===== src/rtl/axi_lite_pkg.sv =====
// Shared AXI4-Lite types: response codes and the master FSM state encoding.
package axi_lite_pkg;
  typedef enum logic [1:0] {
    OKAY   = 2'b00,
    EXOKAY = 2'b01,
    SLVERR = 2'b10,
    DECERR = 2'b11
  } axil_resp_t;

  typedef enum logic [2:0] {
    IDLE,
    WR_REQ,
    WR_RESP,
    RD_REQ,
    RD_RESP,
    RSP
  } axil_master_state_t;
endpackage


===== src/rtl/axi_lite_master.sv =====
// AXI4-Lite initiator: one single-beat command in flight, turned into AW/W/B or AR/R traffic.
// Every AXI and response output comes straight from a flop.
module axi_lite_master
  import axi_lite_pkg::*;
#(
  parameter int AXIL_DATA_WIDTH = 32,
  parameter int AXIL_ADDR_WIDTH = 4
) (
  input  logic                         clk,
  input  logic                         reset,
  input  logic                         cmd_valid,
  output logic                         cmd_ready,
  input  logic                         cmd_write,
  input  logic [AXIL_ADDR_WIDTH-1:0]   cmd_addr,
  input  logic [AXIL_DATA_WIDTH-1:0]   cmd_wdata,
  input  logic [AXIL_DATA_WIDTH/8-1:0] cmd_wstrb,
  output logic                         rsp_valid,
  input  logic                         rsp_ready,
  output logic                         rsp_write,
  output logic [AXIL_DATA_WIDTH-1:0]   rsp_rdata,
  output logic [1:0]                   rsp_resp,
  output logic                         awvalid,
  input  logic                         awready,
  output logic [AXIL_ADDR_WIDTH-1:0]   awaddr,
  output logic                         wvalid,
  input  logic                         wready,
  output logic [AXIL_DATA_WIDTH-1:0]   wdata,
  output logic [AXIL_DATA_WIDTH/8-1:0] wstrb,
  input  logic                         bvalid,
  output logic                         bready,
  input  logic [1:0]                   bresp,
  output logic                         arvalid,
  input  logic                         arready,
  output logic [AXIL_ADDR_WIDTH-1:0]   araddr,
  input  logic                         rvalid,
  output logic                         rready,
  input  logic [AXIL_DATA_WIDTH-1:0]   rdata,
  input  logic [1:0]                   rresp
);
  localparam int SW = AXIL_DATA_WIDTH / 8;

  axil_master_state_t state_q, state_d;
  logic                       alive_q, alive_d;
  logic                       aw_done_q, aw_done_d, w_done_q, w_done_d;
  logic [AXIL_ADDR_WIDTH-1:0] addr_q, addr_d;
  logic [AXIL_DATA_WIDTH-1:0] wdata_q, wdata_d;
  logic [SW-1:0]              wstrb_q, wstrb_d;
  logic awvalid_q, awvalid_d, wvalid_q, wvalid_d, bready_q, bready_d;
  logic arvalid_q, arvalid_d, rready_q, rready_d, rsp_valid_q, rsp_valid_d;
  logic                       rsp_write_q, rsp_write_d;
  logic [AXIL_DATA_WIDTH-1:0] rsp_rdata_q, rsp_rdata_d;
  logic [1:0]                 rsp_resp_q, rsp_resp_d;

  // alive_q holds cmd_ready low while reset is asserted even though state is already IDLE
  assign cmd_ready = (state_q == IDLE) && alive_q;
  assign awvalid   = awvalid_q;
  assign awaddr    = addr_q;
  assign wvalid    = wvalid_q;
  assign wdata     = wdata_q;
  assign wstrb     = wstrb_q;
  assign bready    = bready_q;
  assign arvalid   = arvalid_q;
  assign araddr    = addr_q;
  assign rready    = rready_q;
  assign rsp_valid = rsp_valid_q;
  assign rsp_write = rsp_write_q;
  assign rsp_rdata = rsp_rdata_q;
  assign rsp_resp  = rsp_resp_q;

  always_comb begin
    state_d     = state_q;
    alive_d     = 1'b1;
    aw_done_d   = aw_done_q;
    w_done_d    = w_done_q;
    addr_d      = addr_q;
    wdata_d     = wdata_q;
    wstrb_d     = wstrb_q;
    awvalid_d   = awvalid_q;
    wvalid_d    = wvalid_q;
    bready_d    = bready_q;
    arvalid_d   = arvalid_q;
    rready_d    = rready_q;
    rsp_valid_d = rsp_valid_q;
    rsp_write_d = rsp_write_q;
    rsp_rdata_d = rsp_rdata_q;
    rsp_resp_d  = rsp_resp_q;
    unique case (state_q)
      IDLE: if (cmd_valid && alive_q) begin
        addr_d  = cmd_addr;
        wdata_d = cmd_wdata;
        wstrb_d = cmd_wstrb;
        if (cmd_write) begin
          state_d   = WR_REQ;
          awvalid_d = 1'b1;
          wvalid_d  = 1'b1;
          aw_done_d = 1'b0;
          w_done_d  = 1'b0;
        end else begin
          state_d   = RD_REQ;
          arvalid_d = 1'b1;
        end
      end
      WR_REQ: begin
        // AW and W complete independently; B is awaited only once both have gone
        if (awvalid_q && awready) begin
          awvalid_d = 1'b0;
          aw_done_d = 1'b1;
        end
        if (wvalid_q && wready) begin
          wvalid_d = 1'b0;
          w_done_d = 1'b1;
        end
        if (aw_done_d && w_done_d) begin
          state_d  = WR_RESP;
          bready_d = 1'b1;
        end
      end
      WR_RESP: if (bvalid && bready_q) begin
        bready_d    = 1'b0;
        rsp_resp_d  = bresp;
        rsp_write_d = 1'b1;
        rsp_rdata_d = '0;
        rsp_valid_d = 1'b1;
        state_d     = RSP;
      end
      RD_REQ: if (arvalid_q && arready) begin
        arvalid_d = 1'b0;
        rready_d  = 1'b1;
        state_d   = RD_RESP;
      end
      RD_RESP: if (rvalid && rready_q) begin
        rready_d    = 1'b0;
        rsp_rdata_d = rdata;
        rsp_resp_d  = rresp;
        rsp_write_d = 1'b0;
        rsp_valid_d = 1'b1;
        state_d     = RSP;
      end
      RSP: if (rsp_ready) begin
        rsp_valid_d = 1'b0;
        state_d     = IDLE;
      end
      default: state_d = IDLE;
    endcase
  end

  always_ff @(posedge clk) begin
    if (reset) begin
      state_q     <= IDLE;
      alive_q     <= 1'b0;
      aw_done_q   <= 1'b0;
      w_done_q    <= 1'b0;
      addr_q      <= '0;
      wdata_q     <= '0;
      wstrb_q     <= '0;
      awvalid_q   <= 1'b0;
      wvalid_q    <= 1'b0;
      bready_q    <= 1'b0;
      arvalid_q   <= 1'b0;
      rready_q    <= 1'b0;
      rsp_valid_q <= 1'b0;
      rsp_write_q <= 1'b0;
      rsp_rdata_q <= '0;
      rsp_resp_q  <= '0;
    end else begin
      state_q     <= state_d;
      alive_q     <= alive_d;
      aw_done_q   <= aw_done_d;
      w_done_q    <= w_done_d;
      addr_q      <= addr_d;
      wdata_q     <= wdata_d;
      wstrb_q     <= wstrb_d;
      awvalid_q   <= awvalid_d;
      wvalid_q    <= wvalid_d;
      bready_q    <= bready_d;
      arvalid_q   <= arvalid_d;
      rready_q    <= rready_d;
      rsp_valid_q <= rsp_valid_d;
      rsp_write_q <= rsp_write_d;
      rsp_rdata_q <= rsp_rdata_d;
      rsp_resp_q  <= rsp_resp_d;
    end
  end

  a_aw_hold: assert property (@(posedge clk) disable iff (reset)
    awvalid && !awready |=> awvalid && $stable(awaddr));
  a_w_hold: assert property (@(posedge clk) disable iff (reset)
    wvalid && !wready |=> wvalid && $stable(wdata) && $stable(wstrb));
  a_ar_hold: assert property (@(posedge clk) disable iff (reset)
    arvalid && !arready |=> arvalid && $stable(araddr));
endmodule

===== config.mk =====
export PLATFORM = sky130hd
export DESIGN_NAME = axi_lite_master
export DESIGN_NICKNAME = d
export VERILOG_FILES = /design/src/rtl/axi_lite_pkg.sv /design/src/rtl/axi_lite_master.sv
export SDC_FILE = /design/constraint.sdc
export NUM_CORES = 1
export LEC_CHECK = 0
export CORE_MARGIN = 4
export CORE_UTILIZATION = 43
export DETAILED_ROUTE_END_ITERATION = 12
export PLACE_DENSITY = 0.94
export SYNTH_ARGS = -nofsm -noshare
export SYNTH_HDL_FRONTEND = slang
export SYNTH_SLANG_ARGS = --single-unit
export TNS_END_PERCENT = 20

===== constraint.sdc =====
create_clock -name clk -period 3.4 [get_ports clk]
set_clock_uncertainty 0.15 [all_clocks]
set_input_delay 0.51 -clock clk [delete_from_list [all_inputs] [get_ports clk]]
set_output_delay 0.51 -clock clk [all_outputs]
set_load 0.05 [all_outputs]

* Yosys cells after proc, flatten, opt, wreduce, memory -nomap -nowiden
Cells that the tools add are included.
** Word-level totals
- Word-level logic and storage cells :: 100
- Input bits :: 86
- Bits in registers :: 87
** Cells by class
- Equal/unequal tests :: 15
- Reduce and logical (&&, ||, !) cells :: 25
- Muxes and demuxes :: 44
** Operator list (number)
- two-way mux 32 bit :: 2
- case mux 32 bit (2 select lines) :: 1
- two-way mux 1 bit :: 21
- two-way mux 3 bit :: 6
- != test 2 bit (second input constant) :: 9
- case mux 3 bit (6 select lines) :: 1
- case mux 1 bit (2 select lines) :: 8
- AND reduction 4 bit :: 4
- AND reduction 3 bit :: 4
- nonzero test 2 bit :: 5
- logical AND 1 bit :: 8
- == test 3 x 2 -> 1 bit (second input constant) :: 2
- == test 3 bit (second input constant) :: 2
- two-way mux 2 bit :: 3
- AND reduction 6 bit :: 1
- case mux 2 bit (2 select lines) :: 1
- == test 3 x 1 -> 1 bit (second input constant) :: 1
- logical NOT 3 bit :: 1
- case mux 1 bit (3 select lines) :: 1
- nonzero test 3 bit :: 1
- != test 2 x 1 -> 1 bit (second input constant) :: 1
- AND reduction 2 bit :: 1

* Longest topological paths before layout
- Word-level depth :: 6
- Mapped depth :: 7

* Least setup slack after synthesis
No wires, ideal clock.
- Path type :: reg2out
- Start :: reg state_q[2]
- End :: out cmd_ready
- Cell stages (with the launch flop) :: 4
- Setup slack :: 1.635 ns
- Arrival time :: 1.105 ns
- Data required time :: 2.740 ns
- Cell sequence :: dfxtp_1 -> buf_2 -> nor3_2 -> and2_1
** On the way
- Word-level cells in the longest chain between the ends :: 2
** RTL lines
- start, declared :: line axi_lite_master.sv:42 : axil_master_state_t state_q, state_d;
- start signal, assigned :: line axi_lite_master.sv:166 : state_q <= state_d;
- logical NOT 3 bit :: line axi_lite_master.sv:55 : assign cmd_ready = (state_q == IDLE) && alive_q;
- logical AND 1 bit :: line axi_lite_master.sv:55
- end, declared :: line axi_lite_master.sv:12 : output logic cmd_ready,
No other way between the ends.

* Final worst setup path
- Start :: reg state_q[0]
- End :: out cmd_ready
Same word-level chain as after synthesis.

==> results.ini <==
[drt]
via_per_inst = 5.10
vias = 3374
drt_wl_total_microns = 9920
drtIter0Drc = 141
drt_pass1_iterations = 4
drcViolationCount = 0
ant_nets = 0
wl_per_cell_microns = 15.0

[clocking]
path_clk_slew_ns = 0.09
clock_sinks = 87
cts_buffer_depth = 2
cts_resized = 0
clock-root-buffer = clkbuf_8
h-tree-depth = 3
cts_tree = yes
holdBufCountCts = 0
post_cts_buffers = 0
clk_latency_ns = 0.34
cts_buffers = 9

[floorplanning]
start_util_pct = 45.1
die_h_microns = 96.0
die-area_sq_um = 9210
num_rows = 31
die_w_microns = 96.0
io_pins = 172
core_sq_um = 7370

[yosys]
synth.avg_cell_area_sq_um = 8.19
synth.mux.area_fraction_pct = 0.602
synth_common_cells = nand2_1, dfxtp_1, a21oi_1
synth_simple_gate_area_share_pct = 23.8
ys_types = 36
async_flop_share_pct = 0
synthCells = 406
synth-edff-count = 0
ys_seq_elements = 87
synth-main-ff-cell = dfxtp_1
yosysSeqAreaShare_pct = 52.4
netlist_area_sq_um = 3330
synthesis.nets = 492
synthAdderAreaFrac_pct = 0
synth-compound-area-share_pct = 16.6
yosys_warnings = 0
yosys-top-cells-area = dfxtp_1, nand2_1, a21oi_1, nand3_1, buf_4
synth_top_family_by_area = simple AND/OR/NAND/NOR gates
synth_most_common_cell = nand2_1
yosysTopAreaCell = dfxtp_1
synth_top_cell_area_share_pct = 52.4
synth_xor_xnor_area_share_pct = 0

[setup_path]
setup.worst_path.class = reg2out
reg2reg_slack_ns = 1.37
rr_worst_depth = 4
crit_required_ns = 2.74
crit_fanout = 12
critPathLaunchType = flip-flop
arrival_ns = 2.01
end_kind = output port
rr_startpoint = state_q[0]
startpoint = state_q[0]
r2r-end = rsp_resp[0]

[layout]
antenna-diode-count = 0
final_layout_size_suffix_gt1_share_pct = 4.97
nets = 644
area_growth_pct = 55.5
stdcell_area_sq_um = 5170

[sta]
rsz0062_at_grt = false
setup_viol = 0
fin_crit_sh_pct = 78.5
tightest_slew_ns = 0.724
timing.fmax_mhz = 375
hold_viol_final = 0
relSlewSlack_pct = 51.8
tns_ns = 0
min_period_ns = 2.67
finalMaxSlewViolations = 0

[placed_design]
hpwl_microns = 7200
place_area_sq_um = 4990
io_buffers = 171
gp_congestion = 0.869

[hold_path]
min_path_cells = 2
worstHoldStart = wdata[2]
hold_end = wdata[2]
holdCritPathClass = reg2reg

[grt]
grt_max_degree = 45
grt_use_total_pct = 21.1
grt-ovfl-total = 0
grt_pass1_vias = 3211
grt_pass1_wl_microns = 15200
antenna_found_initial = 0

[power_and_ir_drop]
p_per_area_nw_per_um2 = 493
ir_worst_vdd_mv = 0.334
p_leak_nw = 1.77

[run_status]
status = finished, final reports clean

[job]
drv_cap = 0

state kept, by name, indices dropped and copies added (netlist names):
name	cells
w_done_q	1
wvalid	1
wdata	32
bready	1
araddr	4
state_q	3
rsp_write	1
awvalid	1
aw_done_q	1
rsp_resp	2
alive_q	1
arvalid	1
wstrb	4
rready	1
rsp_valid	1
rsp_rdata	32
logic make-up (layout without fill, tap and decap cells):
group           count (synthesis)  after routing
compound gates                100            100
buf+inv                        39            196
mux                             2              2
simple gates                  178            178
flops                          87             87
placed cells by master, fill, tap and decap left out, types with 2 or more instances in the layout:
cell and instances:
clkdlybuf4s50_1 170, nand2_1 116, dfxtp_1 87, a21oi_1 80, nand3_1 35, clkbuf_8 9, nor3_1 6, nor2_1 6
a31oi_1 6, buf_4 6, a211oi_1 5, inv_1 3, clkinv_4 3, and2_1 2, and3_1 2, mux2i_1 2
inv_6 2
critical path, cell delays in order (launching register included):
cell             delay (ns)
dfxtp_1                0.45
nor3_2                 0.27
and2_1                 0.16
clkdlybuf4s50_1        0.79
area by class of cell:
| class | count | area (sq um) |
|---|---|---|
| Fill cell | 543 | 2200 |
| Sequential cell | 87 | 1740 |
| Tap cell | 99 | 124 |
| Clock inverter | 7 | 56.3 |
| Multi-Input combinational cell | 280 | 1370 |
| Inverter | 3 | 11.3 |
| Clock buffer | 9 | 124 |
| Timing Repair Buffer | 177 | 1750 |
metrics by stage:
step / power (mW) / cells / hold WS [ns] / utilization (%) / setup slack, ns
floorplan: 1.65 / 406 / 0.373 / - / 1.64
global placement: 1.90 / 646 / 0.291 / 67.8 / 1.15
detailed placement: 1.92 / 646 / 0.298 / 67.8 / 1.10
CTS: 2.57 / 662 / 0.308 / 70.2 / 0.723
global route: 2.68 / 662 / 0.324 / 70.2 / 0.620
finish: 2.55 / 662 / 0.305 / 70.2 / 0.730
how the worst max path moves through the flow:
stage	end	slack, ns	cells past startpoint
floorplan	cmd_ready	1.64	3
global placement	cmd_ready	1.15	3
detailed placement	cmd_ready	1.10	3
CTS	cmd_ready	0.72	3
global route	cmd_ready	0.62	3
finish	cmd_ready	0.73	3
report_power, final:
part | switching (mW) | leakage [nW] | internal (mW)
Sequential | 0.0658 | 0.705 | 1.09
Combinational | 0.459 | 0.979 | 0.284
Clock | 0.382 | 0.0902 | 0.273
Total | 0.906 | 1.77 | 1.64
routing by layer:
layer,global-route usage [%],vias to the layer above,routed length (microns)
met5,0,-,0
met3,8.05,18,1040
met2,35.0,150,4630
li1,-,1673,-
met4,7.70,0,215
met1,24.7,1533,4040
Power figures use the tool's default switching activity.
